File: src/rtl/fpu.sv
// fpu: multi-cycle IEEE-754 binary32 add / sub / mul unit.
//
// Ports:
//   clock          rising-edge clock
//   reset          synchronous active-high reset (aborts any operation)
//   start          launch pulse; a, b, op sampled when unit is idle
//   op             000 add, 001 sub, 010 mul, others -> canonical NaN
//   a, b           binary32 operands
//   result         registered binary32 result, held until next completion
//   result_rdy_out one-cycle pulse when result is updated
//
// Pipeline through the FSM: IDLE (latch) -> UNPACK (classify, align/add or
// multiply) -> EXEC (normalize) -> ROUND (round, write result).
// Both datapaths meet in one 48-bit mantissa format whose binary point sits
// after bit 46, with value = m * 2^(e - 127 - 46).
module fpu (
   input  logic        clock,
   input  logic        reset,
   input  logic        start,
   input  logic [2:0]  op,
   input  logic [31:0] a,
   input  logic [31:0] b,
   output logic [31:0] result,
   output logic        result_rdy_out
);

   localparam logic [31:0] QNAN = 32'h7FC0_0000;

   typedef enum logic [1:0] {IDLE, UNPACK, EXEC, ROUND} state_t;

   // unpack -> normalize
   typedef struct packed {
      logic               spec;      // special-case result, bypasses rounding
      logic [31:0]        spec_val;
      logic               sign;
      logic signed [10:0] e;
      logic [47:0]        m;
   } s1_t;

   // normalize -> round; exp is (biased exponent - 1) for normals, 0 for
   // subnormals, so adding the mantissa with its hidden bit restores it
   typedef struct packed {
      logic        spec;
      logic [31:0] spec_val;
      logic        sign;
      logic [7:0]  exp;
      logic [47:0] n;
   } s2_t;

   state_t      state, state_nxt;
   logic [31:0] a_q, b_q;
   logic [2:0]  op_q;
   s1_t         s1, s1_d;
   s2_t         s2, s2_d;

   function automatic logic [5:0] lzc48(input logic [47:0] v);
      lzc48 = 6'd48;
      for (int i = 0; i < 48; i++)
         if (v[i]) lzc48 = 6'(47 - i);
   endfunction

   // ---------------- FSM ----------------
   always_ff @(posedge clock) begin
      if (reset) state <= IDLE;
      else       state <= state_nxt;
   end

   always_comb begin
      state_nxt = state;
      case (state)
         IDLE:    if (start) state_nxt = UNPACK;
         UNPACK:  state_nxt = EXEC;
         EXEC:    state_nxt = ROUND;
         ROUND:   state_nxt = IDLE;
         default: state_nxt = IDLE;
      endcase
   end

   // ---------------- UNPACK: classify, align+add or multiply ----------------
   logic        sa, sb, sbx, eff_sub, swap, is_add, is_mul;
   logic [7:0]  ea, eb, ea_e, eb_e, big_e, sml_e, d;
   logic [22:0] fa, fb;
   logic [23:0] ma, mb, big_m, sml_m;
   logic        nan_a, nan_b, inf_a, inf_b, zero_a, zero_b, big_s;
   logic [26:0] big_x, sml_x, sml_al;
   logic [27:0] sum;
   logic [47:0] prod;
   logic signed [10:0] e_mul;

   always_comb begin
      sa     = a_q[31];
      sb     = b_q[31];
      ea     = a_q[30:23];
      eb     = b_q[30:23];
      fa     = a_q[22:0];
      fb     = b_q[22:0];
      is_add = (op_q == 3'b000) || (op_q == 3'b001);
      is_mul = (op_q == 3'b010);
      nan_a  = (&ea) &&  (|fa);
      nan_b  = (&eb) &&  (|fb);
      inf_a  = (&ea) && !(|fa);
      inf_b  = (&eb) && !(|fb);
      zero_a = !(|a_q[30:0]);
      zero_b = !(|b_q[30:0]);
      // subnormals use effective exponent 1 with hidden bit 0
      ea_e   = (ea == 8'd0) ? 8'd1 : ea;
      eb_e   = (eb == 8'd0) ? 8'd1 : eb;
      ma     = {|ea, fa};
      mb     = {|eb, fb};

      // add/sub: larger magnitude first, smaller aligned with G/R/S
      sbx     = sb ^ op_q[0];
      eff_sub = sa ^ sbx;
      swap    = b_q[30:0] > a_q[30:0];
      big_s   = swap ? sbx  : sa;
      big_e   = swap ? eb_e : ea_e;
      big_m   = swap ? mb   : ma;
      sml_e   = swap ? ea_e : eb_e;
      sml_m   = swap ? ma   : mb;
      d       = big_e - sml_e;
      big_x   = {big_m, 3'b000};
      sml_x   = {sml_m, 3'b000};
      if (d >= 8'd26)
         sml_al = {26'd0, |sml_m};
      else
         sml_al = (sml_x >> d) | {26'd0, |(sml_x & ~({27{1'b1}} << d))};
      sum = eff_sub ? ({1'b0, big_x} - {1'b0, sml_al})
                    : ({1'b0, big_x} + {1'b0, sml_al});

      prod  = {24'd0, ma} * {24'd0, mb};
      e_mul = $signed({3'b000, ea_e}) + $signed({3'b000, eb_e}) - 11'sd127;

      s1_d          = '0;
      s1_d.spec_val = QNAN;
      if (is_add) begin
         if (nan_a || nan_b || (inf_a && inf_b && eff_sub)) begin
            s1_d.spec = 1'b1;
         end else if (inf_a) begin
            s1_d.spec     = 1'b1;
            s1_d.spec_val = {sa, 8'hFF, 23'd0};
         end else if (inf_b) begin
            s1_d.spec     = 1'b1;
            s1_d.spec_val = {sbx, 8'hFF, 23'd0};
         end else begin
            // exact zero: +0 on cancellation, operand sign when both zero
            s1_d.sign = (sum == 28'd0) ? (!eff_sub && sa) : big_s;
            s1_d.e    = $signed({3'b000, big_e});
            s1_d.m    = {sum, 20'd0};
         end
      end else if (is_mul) begin
         if (nan_a || nan_b || (inf_a && zero_b) || (zero_a && inf_b)) begin
            s1_d.spec = 1'b1;
         end else if (inf_a || inf_b) begin
            s1_d.spec     = 1'b1;
            s1_d.spec_val = {sa ^ sb, 8'hFF, 23'd0};
         end else begin
            s1_d.sign = sa ^ sb;
            s1_d.e    = e_mul;
            s1_d.m    = prod;
         end
      end else begin
         s1_d.spec = 1'b1;
      end
   end

   // ---------------- EXEC: normalize ----------------
   logic [5:0]         lz;
   logic signed [10:0] e_norm;
   logic [10:0]        rs;

   always_comb begin
      lz     = lzc48(s1.m);
      // biased exponent if the leading one were moved to bit 47
      e_norm = s1.e + 11'sd1 - $signed({5'd0, lz});
      rs     = 11'(-s1.e);

      s2_d          = '0;
      s2_d.spec     = s1.spec;
      s2_d.spec_val = s1.spec_val;
      s2_d.sign     = s1.sign;
      if (!s1.spec) begin
         if (s1.m == 48'd0) begin
            s2_d.spec     = 1'b1;
            s2_d.spec_val = {s1.sign, 31'd0};
         end else if (e_norm >= 11'sd255) begin
            s2_d.spec     = 1'b1;
            s2_d.spec_val = {s1.sign, 8'hFF, 23'd0};
         end else if (e_norm >= 11'sd1) begin
            s2_d.n   = s1.m << lz;
            s2_d.exp = 8'(e_norm - 11'sd1);
         end else if (!s1.e[10]) begin
            // subnormal: shift only as far as the exponent allows (e < lz)
            s2_d.n = s1.m << s1.e[5:0];
         end else if (rs >= 11'd48) begin
            s2_d.n = {47'd0, |s1.m};
         end else begin
            // exponent below 1: right shift, shifted-out bits fold into sticky
            s2_d.n = (s1.m >> rs) | {47'd0, |(s1.m & ~({48{1'b1}} << rs))};
         end
      end
   end

   // ---------------- ROUND: nearest-even ----------------
   logic        rnd_up;
   logic [30:0] packed_mag;

   always_comb begin
      rnd_up     = s2.n[23] && ((|s2.n[22:0]) || s2.n[24]);
      // carry out of the mantissa naturally bumps the exponent, including
      // subnormal->normal and max-finite->infinity
      packed_mag = {s2.exp, 23'd0} + {7'd0, s2.n[47:24]} + {30'd0, rnd_up};
   end

   // ---------------- registers ----------------
   always_ff @(posedge clock) begin
      if (reset) begin
         a_q            <= '0;
         b_q            <= '0;
         op_q           <= '0;
         s1             <= '0;
         s2             <= '0;
         result         <= '0;
         result_rdy_out <= 1'b0;
      end else begin
         result_rdy_out <= 1'b0;
         case (state)
            IDLE: if (start) begin
               a_q  <= a;
               b_q  <= b;
               op_q <= op;
            end
            UNPACK: s1 <= s1_d;
            EXEC:   s2 <= s2_d;
            ROUND: begin
               result         <= s2.spec ? s2.spec_val : {s2.sign, packed_mag};
               result_rdy_out <= 1'b1;
            end
            default: ;
         endcase
      end
   end

endmodule

File: config.mk
export PLATFORM = sky130hd
export DESIGN_NAME = fpu
export DESIGN_NICKNAME = d
export VERILOG_FILES = /design/src/rtl/fpu.sv
export SDC_FILE = /design/constraint.sdc
export NUM_CORES = 2
export LEC_CHECK = 0
export ABC_AREA = 1
export BUFFER_PORTS_ARGS = -buffer_cell sky130_fd_sc_hd__buf_2
export CELL_PAD_IN_SITES_DETAIL_PLACEMENT = 0
export CELL_PAD_IN_SITES_GLOBAL_PLACEMENT = 1
export CORE_MARGIN = 1
export CORE_UTILIZATION = 48
export CTS_BUF_LIST = sky130_fd_sc_hd__clkbuf_2
export DETAILED_ROUTE_END_ITERATION = 12
export GPL_ROUTABILITY_DRIVEN = 0
export GPL_TIMING_DRIVEN = 0
export PLACE_DENSITY = 0.87
export SLEW_MARGIN = 20
export SYNTH_ARGS = -nofsm -noshare
export SYNTH_HDL_FRONTEND = slang
export SYNTH_SLANG_ARGS = --single-unit
File: constraint.sdc
create_clock -name clock -period 12.1 [get_ports clock]
set_clock_uncertainty 0.05 [all_clocks]
set_input_delay 2.42 -clock clock [delete_from_list [all_inputs] [get_ports clock]]
set_output_delay 2.42 -clock clock [all_outputs]
set_load 0.005 [all_outputs]
==> reports/results.ini <==
[grt]
overflow=0
track_usage_pct=41.32
grt_pass1_wl_um=293000
grt_pass1_vias=47059
grt_max_degree=20
antenna_found_initial=4

[clocking]
postCtsSetupBuffers=0
cts-root-buf=clkbuf_2
clk_latency_ps=1220
cts_buffers=61
cts.path.max_buffers=3
path_clk_slew_ps=130
htreeDepth=2
clkSinkCount=226
cts_tree=done

[final_layout]
stdcell_area_mm2=0.04779
drive_above_1_share_pct=4.483
layout_common_cells=1831 x nand2_1, 1191 x inv_1, 542 x o21ai_0
fin_nets=8137
syn_to_final_growth_pct=5.983
layout_commonest_cell=nand2_1

[route]
totalWireLength_um=198600
vias=50184
wl_per_cell_um=23.22
firstDrtPassIters=13
viasPerCell=5.866
drt_iter0_drc=6369
ant_nets=0
drc=0

[timing]
period_share_pct=94.13
max_freq_ghz=0.08780
tightest_slew_ps=1284
finalMaxSlewViolations=0
hold_viol=0
period_minus_slack_ps=11390
finalSetupViolations=0
relSlewSlack_pct=13.74
whs_ps=416.1
rsz0062_at_grt=false

[hold_path]
hp-class=reg2reg
holdPathStages=2

[synth]
yosys_most_used_dff=dfxtp_1
synth.distinct_cells=73
synth_warnings=0
syn_area_mm2=0.04509
synth_compound_area_share_pct=15.96
yosysSeqAreaShare_pct=10.03
synth_top_family_by_area=adder cells
synth_edf_count=0
synthCells=7086
muxShareOfSynthArea_pct=0.9546
synth_xor_area_share_pct=0.7964
syn_avg_cell_area_um2=6.363
syn_nets=7972
synthArstFlopShare_pct=0
yosys.area_share.simple_pct=27.46
yosys_register_bits=226
synthAdderAreaFrac_pct=30.74

[critical_path]
worstPathMaxFanout=10
slowest_stage=clkbuf_1
cp-end-kind=flip-flop
crit_type=reg2reg
cp-start-kind=flip-flop
r2r_cells=57
crit_required_ps=13190
critical_path.max_stage_delay_ps=560
worstPathArrival_ps=12480

[floorplan]
die_width_um=308.5
core_mm2=0.09319
die_y_um=308.5
dieArea_mm2=0.09517
start_util_pct=48.38
io_pins=103
fp-row-count=112

[status]
status=finished clean

[place]
place_hpwl_um=162900
placed_area_mm2=0.04717
port_buffers=102

[flow_run]
cap_violations=0

-- final cells by class --
| cell class | instances | area [um2] |
|---|---|---|
| fill | 9869 | 45400 |
| multi-input combinational | 5202 | 34250 |
| inverter | 1217 | 4568 |
| sequential | 226 | 4524 |
| buffer | 441 | 1797 |
| tap | 1254 | 1569 |
| timing repair buffer | 102 | 510.5 |
| clock buffer | 80 | 400.4 |
| clock inverter | 27 | 155.1 |
| antenna | 6 | 15.01 |
-- routing by layer --
layer	global-route usage (%)	part of all wire (%)	vias to the layer above	routed length, um
met5	0	0.0045	-	9
met4	29.06	8.7	2	17280
met3	11.36	13	829	25270
met2	60.95	41	3379	81480
met1	52.05	38	23201	74580
li1	-	-	22773	-
-- cells by family (layout without fill, tap and decap cells) --
group / Yosys count / in the layout
buffers and inverters: 1658 / 1867
AND/OR/NAND/NOR: 3014 / 3014
multiplexers: 43 / 43
AO/OA/AOI/OAI: 1288 / 1288
other: 0 / 6
flip-flops: 226 / 226
XOR/XNOR: 41 / 41
adder cells (fa/ha/maj): 816 / 816
-- registers in the layout, summed over array words and instances, names as in the netlist --
signal,count
result,32
op_q,3
s2,61
result_rdy_out,1
a_q,32
s1,63
b_q,32
state,2
-- final timing paths --
kind,from,to,slack [ps]
worst max-delay path,a_q[18],s1[59],710
worst min-delay path,result[4],result[4],420
worst max register to register,a_q[18],s1[59],710
worst min register to register,result[4],result[4],420
-- worst max-delay path: cells and delay by family (launching register included) --
kind | cells | cell delay, ps
compound gates | 19 | 3320
simple gates | 25 | 3960
xor+xnor | 1 | 240
fa+ha+maj | 4 | 1530
buf+inv | 8 | 1880
flops | 1 | 350
-- per-stage QoR --
stage	setup slack, ps	cells	TNS (ps)	utilization (%)
after floorplan	3452	7086	0	-
after global placement	-180.9	8442	-180.9	50.62
after detailed placement	-69.24	8442	-69.24	50.62
after CTS	81.48	8549	0	51.22
after global routing	76.76	8551	0	51.27
final	710.6	8555	0	51.28
-- what timing repair did --
item                                    CTS  global route
endpoints found under the setup margin    1             8
hold buffers                              0             0
resized for setup                         1            46
cloned                                    0             0
pin swaps                                 0             1
-- cells in the mapped netlist, types with 5 or more instances --
master / number / share of area, %
a211oi_1: 18 / 0.30
a21oi_1: 430 / 4.8
a221oi_1: 18 / 0.35
a22oi_1: 8 / 0.13
a31oi_1: 71 / 0.99
buf_1: 47 / 0.39
buf_2: 31 / 0.34
buf_6: 7 / 0.17
clkbuf_1: 352 / 2.9
clkinv_1: 11 / 0.092
dfxtp_1: 226 / 10
fa_1: 486 / 22
ha_1: 330 / 9.2
inv_1: 1191 / 9.9
inv_2: 15 / 0.12
mux2i_1: 43 / 0.95
nand2_1: 1831 / 15
nand3_1: 491 / 5.4
nand3b_1: 7 / 0.12
nand4_1: 30 / 0.42
nor2_1: 497 / 4.1
nor3_1: 80 / 0.89
nor4_1: 32 / 0.44
o2111ai_1: 11 / 0.21
o211ai_1: 36 / 0.60
o21a_1: 18 / 0.30
o21ai_0: 547 / 6.1
o21ai_1: 26 / 0.29
o21ai_2: 8 / 0.16
o21bai_1: 6 / 0.10
o221a_2: 7 / 0.17
o221ai_1: 10 / 0.19
o22ai_1: 14 / 0.19
o311ai_0: 5 / 0.097
o31ai_1: 20 / 0.33
or2_2: 19 / 0.26
xnor2_1: 13 / 0.25
xor2_1: 28 / 0.54
Power is not shown: default switching activity piles up to over one toggle a cycle in this logic, so the estimate is an artifact.
